--- config.mk ---
export PLATFORM = sky130hd
export DESIGN_NAME = pwm_audio_mc
export DESIGN_NICKNAME = d
export VERILOG_FILES = /design/src/rtl/pwm_audio_pkg.sv /design/src/rtl/pwm_audio_chan.sv /design/src/rtl/pwm_audio_mc.sv
export SDC_FILE = /design/constraint.sdc
export NUM_CORES = 1
export LEC_CHECK = 0
export BUFFER_PORTS_ARGS = -buffer_cell sky130_fd_sc_hd__buf_2
export CORE_MARGIN = 1.5
export CORE_UTILIZATION = 60
export CTS_CLUSTER_SIZE = 20
export DETAILED_ROUTE_END_ITERATION = 8
export PLACE_DENSITY = 0.79
export SLEW_MARGIN = 10
export SYNTH_ARGS = -nofsm -noshare
export SYNTH_HDL_FRONTEND = slang
export SYNTH_HIERARCHICAL = 1
export SYNTH_SLANG_ARGS = --single-unit
--- constraint.sdc ---
create_clock -name clk -period 3.1 [get_ports clk]
set_input_delay 0.155 -clock clk [delete_from_list [all_inputs] [get_ports clk]]
set_output_delay 0.155 -clock clk [all_outputs]
set_load 0.1 [all_outputs]
--- src/rtl/pwm_audio_pkg.sv ---
// Shared constants and helpers for the multi-channel PWM/PDM audio output stage.
package pwm_audio_pkg;

  localparam logic PWM_MODE_EDGE = 1'b0;
  localparam logic PWM_MODE_PDM  = 1'b1;

  // Full-scale sample value; it is also the number of ticks in one output period.
  function automatic int unsigned pwm_max(input int unsigned width);
    return (32'd1 << width) - 32'd1;
  endfunction

endpackage

--- src/rtl/pwm_audio_chan.sv ---
// One output channel. It holds the edge-aligned PWM comparator, the first-order
// sigma-delta accumulator and the registered output pin.
module pwm_audio_chan #(
  parameter int WIDTH = 8
) (
  input  logic             clk,
  input  logic             rst_n,
  input  logic [WIDTH-1:0] count,
  input  logic             tick,
  input  logic [WIDTH-1:0] active,
  input  logic             mode_q,
  input  logic             acc_clr,
  output logic             pwm
);
  import pwm_audio_pkg::*;

  localparam logic [WIDTH:0] MAX_EXT = (WIDTH+1)'(pwm_max(WIDTH));

  logic [WIDTH-1:0] acc;
  logic [WIDTH:0]   sum;
  logic [WIDTH:0]   diff;
  logic             pdm_bit;

  // The sigma-delta step carries one extra bit so that acc + sample cannot overflow.
  always_comb begin
    sum     = {1'b0, acc} + {1'b0, active};
    diff    = sum - MAX_EXT;
    pdm_bit = (sum >= MAX_EXT);
  end

  // Accumulator update and output flop. In PDM mode the output bit is held between ticks.
  always_ff @(posedge clk) begin
    if (!rst_n) begin
      acc <= '0;
      pwm <= 1'b0;
    end else begin
      if (acc_clr) begin
        acc <= '0;
      end else if (mode_q == PWM_MODE_PDM && tick) begin
        acc <= pdm_bit ? diff[WIDTH-1:0] : sum[WIDTH-1:0];
      end
      if (mode_q == PWM_MODE_EDGE) begin
        pwm <= (count < active);
      end else if (tick) begin
        pwm <= pdm_bit;
      end
    end
  end

endmodule

--- src/rtl/pwm_audio_mc.sv ---
// Multi-channel PWM/PDM audio output stage. This module contains the prescaler,
// the period counter, the sample handshake, the hold/active double buffer and
// the underrun flag. It drives one pwm_audio_chan per channel.
module pwm_audio_mc #(
  parameter int WIDTH    = 8,
  parameter int CHANNELS = 2,
  parameter int PRESCALE = 1
) (
  input  logic                      clk,
  input  logic                      rst_n,
  input  logic [CHANNELS*WIDTH-1:0] sample_in,
  input  logic                      sample_valid,
  output logic                      sample_ready,
  input  logic                      mode,
  input  logic                      underrun_clr,
  output logic [CHANNELS-1:0]       pwm,
  output logic                      period_start,
  output logic                      underrun
);
  import pwm_audio_pkg::*;

  localparam int               PRE_W    = (PRESCALE > 1) ? $clog2(PRESCALE) : 1;
  localparam logic [PRE_W-1:0] PRE_LAST = PRE_W'(PRESCALE - 1);
  localparam logic [WIDTH-1:0] CNT_LAST = WIDTH'(pwm_max(WIDTH) - 1);

  logic [PRE_W-1:0]          pre;
  logic [WIDTH-1:0]          count;
  logic                      tick;
  logic                      wrap;
  logic                      accept;
  logic                      hold_full;
  logic                      mode_q;
  logic                      acc_clr;
  logic [CHANNELS*WIDTH-1:0] hold;
  logic [CHANNELS*WIDTH-1:0] active;

  // Timing strobes and handshake, all derived directly from the registered state.
  always_comb begin
    tick         = (pre == PRE_LAST);
    wrap         = tick && (count == CNT_LAST);
    sample_ready = !hold_full;
    accept       = sample_valid && !hold_full;
    acc_clr      = wrap && (mode != mode_q);
  end

  // Prescaler and period counter. The counter steps once per tick and wraps after MAX-1.
  always_ff @(posedge clk) begin
    if (!rst_n) begin
      pre   <= '0;
      count <= '0;
    end else begin
      pre <= tick ? '0 : pre + PRE_W'(1);
      if (tick) begin
        count <= wrap ? '0 : count + WIDTH'(1);
      end
    end
  end

  // Double buffer. An accept can only happen while hold is empty, so it never
  // collides with the hold-to-active transfer. The output mode is latched at the boundary.
  always_ff @(posedge clk) begin
    if (!rst_n) begin
      hold      <= '0;
      hold_full <= 1'b0;
      active    <= '0;
      mode_q    <= PWM_MODE_EDGE;
    end else begin
      if (accept) begin
        hold      <= sample_in;
        hold_full <= 1'b1;
      end else if (wrap && hold_full) begin
        active    <= hold;
        hold_full <= 1'b0;
      end
      if (wrap) begin
        mode_q <= mode;
      end
    end
  end

  // Sticky underrun flag. If a boundary with an empty hold buffer coincides with a clear, the flag is set.
  always_ff @(posedge clk) begin
    if (!rst_n) begin
      underrun <= 1'b0;
    end else if (wrap && !hold_full) begin
      underrun <= 1'b1;
    end else if (underrun_clr) begin
      underrun <= 1'b0;
    end
  end

  // The period_start pulse is high on the first clock at which count reads 0.
  always_ff @(posedge clk) begin
    if (!rst_n) begin
      period_start <= 1'b0;
    end else begin
      period_start <= wrap;
    end
  end

  for (genvar i = 0; i < CHANNELS; i++) begin : g_chan
    pwm_audio_chan #(
      .WIDTH(WIDTH)
    ) u_chan (
      .clk    (clk),
      .rst_n  (rst_n),
      .count  (count),
      .tick   (tick),
      .active (active[i*WIDTH +: WIDTH]),
      .mode_q (mode_q),
      .acc_clr(acc_clr),
      .pwm    (pwm[i])
    );
  end

endmodule

==> key figures <==
Run status
  • Outcome: complete, no violations

Floorplanning
  • Die area: around 7000 um^2
  • Row Count: 29
  • Core Box Area: 6390 um^2
  • Chip height: approximately 84 um
  • Die W: 84.4 um
  • Starting Density: 62.3%
  • Num ports: 26

Flow run
  • Max-cap violation count: 0

Routing
  • 1st-iter DRT viols: about 180
  • DR pass1 iterations: 5
  • Final WL: 9370 um
  • Vias: roughly 3.6k
  • DR WL/cell: 16.1 um
  • Antenna-violating nets left: 0
  • Post-route DRC: 0
  • Via density: 6.14

Synthesis
  • Synth Area in Compound Gates: 21.5%
  • Post-synth EDFFs: 0
  • Post-Synth Adder-Cell Area: 11.7%
  • Synthesis-stage register bit count: 63
  • Synthesized instance count: 475
  • Sequential fraction of the synthesis area: 31.7%
  • Post-synthesis mux area share: 5.03%
  • Main combinational cell family by area after synthesis: simple AND/OR/NAND/NOR gates
  • Post-Synthesis Net Count: 532
  • Synth area leader: dfxtp_1
  • Warnings, synthesis: 6
  • Most common cell in the synthesized netlist: nand2_1
  • Synthesized cell area: 3980 um^2
  • Distinct cells, synth: 53
  • Synth cell count leaders: nand2_1 (84), dfxtp_1 (63), a21oi_1 (50)
  • Post-synth top area share: about a third
  • Syn avg cell area: 8.37 um^2
  • Async SR Flop Fraction: 0%
  • Synth Area in Simple Gates: 23.1%
  • Top_reg_cell synth: dfxtp_1
  • Synth Area in XOR/XNOR: 2.64%
  • Synth area leaders: dfxtp_1 (32%), ha_1 (11%), nand2_1 (7.9%)

Clock network
  • Post-CTS setup buffers: 0
  • Clk sinks: 63
  • Root Buffer: clkbuf_8
  • Post-CTS sizing: 0
  • Number of H-tree levels: 3
  • TritonCTS clock tree: built
  • Clock-pin slew on the worst setup and hold paths: 80 ps
  • Num CTS Buffers: 9
  • Bufs on Longest Clock Path: 2
  • Hold Buf Count CTS: 0
  • Worst skew pair latency: 350 ps

Global routing
  • GR peak layer: met2
  • Met2 usage: 44.9%
  • Initial antenna violation count: 0
  • All-layer global routing usage: ~27%
  • Number of global-route vias before repair: 3,405
  • M3 GR Usage: under 10%
  • GR Layer Usage met1: 36.5%
  • Largest net degree at the start of global routing: 23
  • GRT Residual Overflow: 0
  • First-pass GRT wire length: around 16,000 um

Layout
  • Fin util: 68.3%
  • Area of the multi-input gates: 2550 um^2
  • Ant diodes: 0
  • Nets: 556
  • Final non-filler cell total: between 500 and 600
  • Layout cells sized above 1: 12.5%
  • Fillers: 541
  • Register area: 1260 um^2
  • Syn-to-layout area delta: 9.66%

Placed design
  • HPWL after DPL: 6980 um
  • Buffers on Ports: 25
  • GP Congestion: 0.994
  • Placed insts: 565
  • Place WS: 514 ps

Pwr
  • Pwr Density: 412 nW/um^2
  • Clock power share: 46.3%
  • Psw: roughly 0.47 mW
  • Int Pwr: 1.33 mW
  • Leak: 1.85 nW
  • Sw Ratio: 26.0%
  • Max VDD drop: 0.500 mV
  • Sequential group share of total power: about 47%
  • Combinational power share: under 10%

Timing
  • Peak Freq: 378 MHz
  • Min Tclk post-route: 2650 ps
  • Final worst slack: 452 ps
  • Worst Tran Pin Value: slightly above 1000 ps
  • RSZ-0062 raised after global routing: no
  • Worst Skew: ~9.9 ps
  • Final Hold Slack: approximately 34 ps
  • Slew Viols, Final: 0
  • Setup TNS: 0 ps
  • Relative slew slack: 32.7%
  • Setup violations, final: 0
  • Period Utilization, post-route: 85.4%
  • Fin. Hold Viols: 0

Critical path
  • Crit Path Category: flip-flop to flip-flop
  • CP arrival: 2940 ps
  • Worst Path Max Fanout: 8
  • Startpoint Class: flip-flop
  • Crit. End Element: flip-flop
  • Critical Path RT: 3390 ps

Min path
  • Worst hold-check path type: input port to flip-flop
==> power by group through the flow <==
stage | logic [mW] | registers, mW | clock network (mW)
after detailed placement | 0.119 | 0.864 | 0
after global placement | 0.115 | 0.863 | 0
after floorplan | 0.0702 | 0.875 | 0
after global routing | 0.133 | 0.848 | 0.872
after CTS | 0.120 | 0.845 | 0.843
final | 0.120 | 0.845 | 0.831
==> worst paths after layout <==
| kind | from | endpoint | slack, ps | depth (start not counted) |
|---|---|---|---|---|
| max | active[8]$_SDFFE_PN0P_ | g_chan[1].u_chan/acc[0]$_SDFFE_PP0P_ | 450 | 9 |
| min | sample_in[6] | hold[6]$_SDFFE_PN0N_ | 30 | 3 |
| max reg2reg | active[8]$_SDFFE_PN0P_ | g_chan[1].u_chan/acc[0]$_SDFFE_PP0P_ | 450 | 9 |
| min reg2reg | hold[8]$_SDFFE_PN0N_ | hold[8]$_SDFFE_PN0N_ | 460 | 2 |
==> layout make-up <==
class	count	area share, %
Inverter	24	2.07
Sequential cell	63	28.9
Multi-Input combinational cell	374	58.4
Clock buffer	9	2.84
Timing Repair Buffer	27	3.21
Tap cell	77	2.21
Clock inverter	7	2.35
==> per-stage QoR <==
| step | total power, mW | cell area (um^2) |
|---|---|---|
| finish | 1.80 | 4360 |
| global route | 1.85 | 4360 |
| CTS | 1.81 | 4360 |
| detailed placement | 0.982 | 4130 |
| global placement | 0.978 | 4130 |
| floorplan | 0.946 | 3980 |
==> cells in the final DEF, fill, tap and decap left out, types with 7 or more instances in the layout <==
| cell type | n |
|---|---|
| ha_1 | 34 |
| a21o_1 | 12 |
| nand3_1 | 15 |
| nor2_1 | 17 |
| clkbuf_8 | 9 |
| nand4_1 | 7 |
| inv_1 | 24 |
| a21oi_1 | 50 |
| nand2b_1 | 7 |
| o21ai_0 | 24 |
| dfxtp_1 | 63 |
| nand2_1 | 84 |
| buf_2 | 25 |
| mux2i_1 | 20 |
| xnor2_1 | 7 |
==> registers in the layout (all words and copies together), names as in the netlist <==
name	count
pre	1
count	8
g_chan.u_chan/acc	16
g_chan.u_chan/pwm	2
period_start	1
active	16
mode_q	1
underrun	1
hold	16
hold_full	1
==> critical path, stage by stage (launching register included) <==
cell       delay (ps)
dfxtp_1           330
ha_1              250
fa_1              440
a21o_1            210
a221oi_1          290
o2bb2ai_1         200
a211oi_4          250
a31oi_4           180
or3_1             370
nand3_1            80
==> cell families (layout without fill, tap and decap cells) <==
group / Yosys count / after routing
and+or+nand+nor: 177 / 177
AOI/OAI and AO/OA: 128 / 128
DFF: 63 / 63
buffers and inverters: 38 / 67
adders and majority gates: 36 / 36
muxes: 20 / 20
xor gates and xnor gates: 12 / 12
other: 1 / 1
==> routing by layer <==
metal  up-vias  wire length [um]
met5         -                 0
li1       1767                 -
met3        14               517
met1      1680              4470
met4         0               126
met2       105              4260
Note: power is estimated with default switching activity, not from simulation.
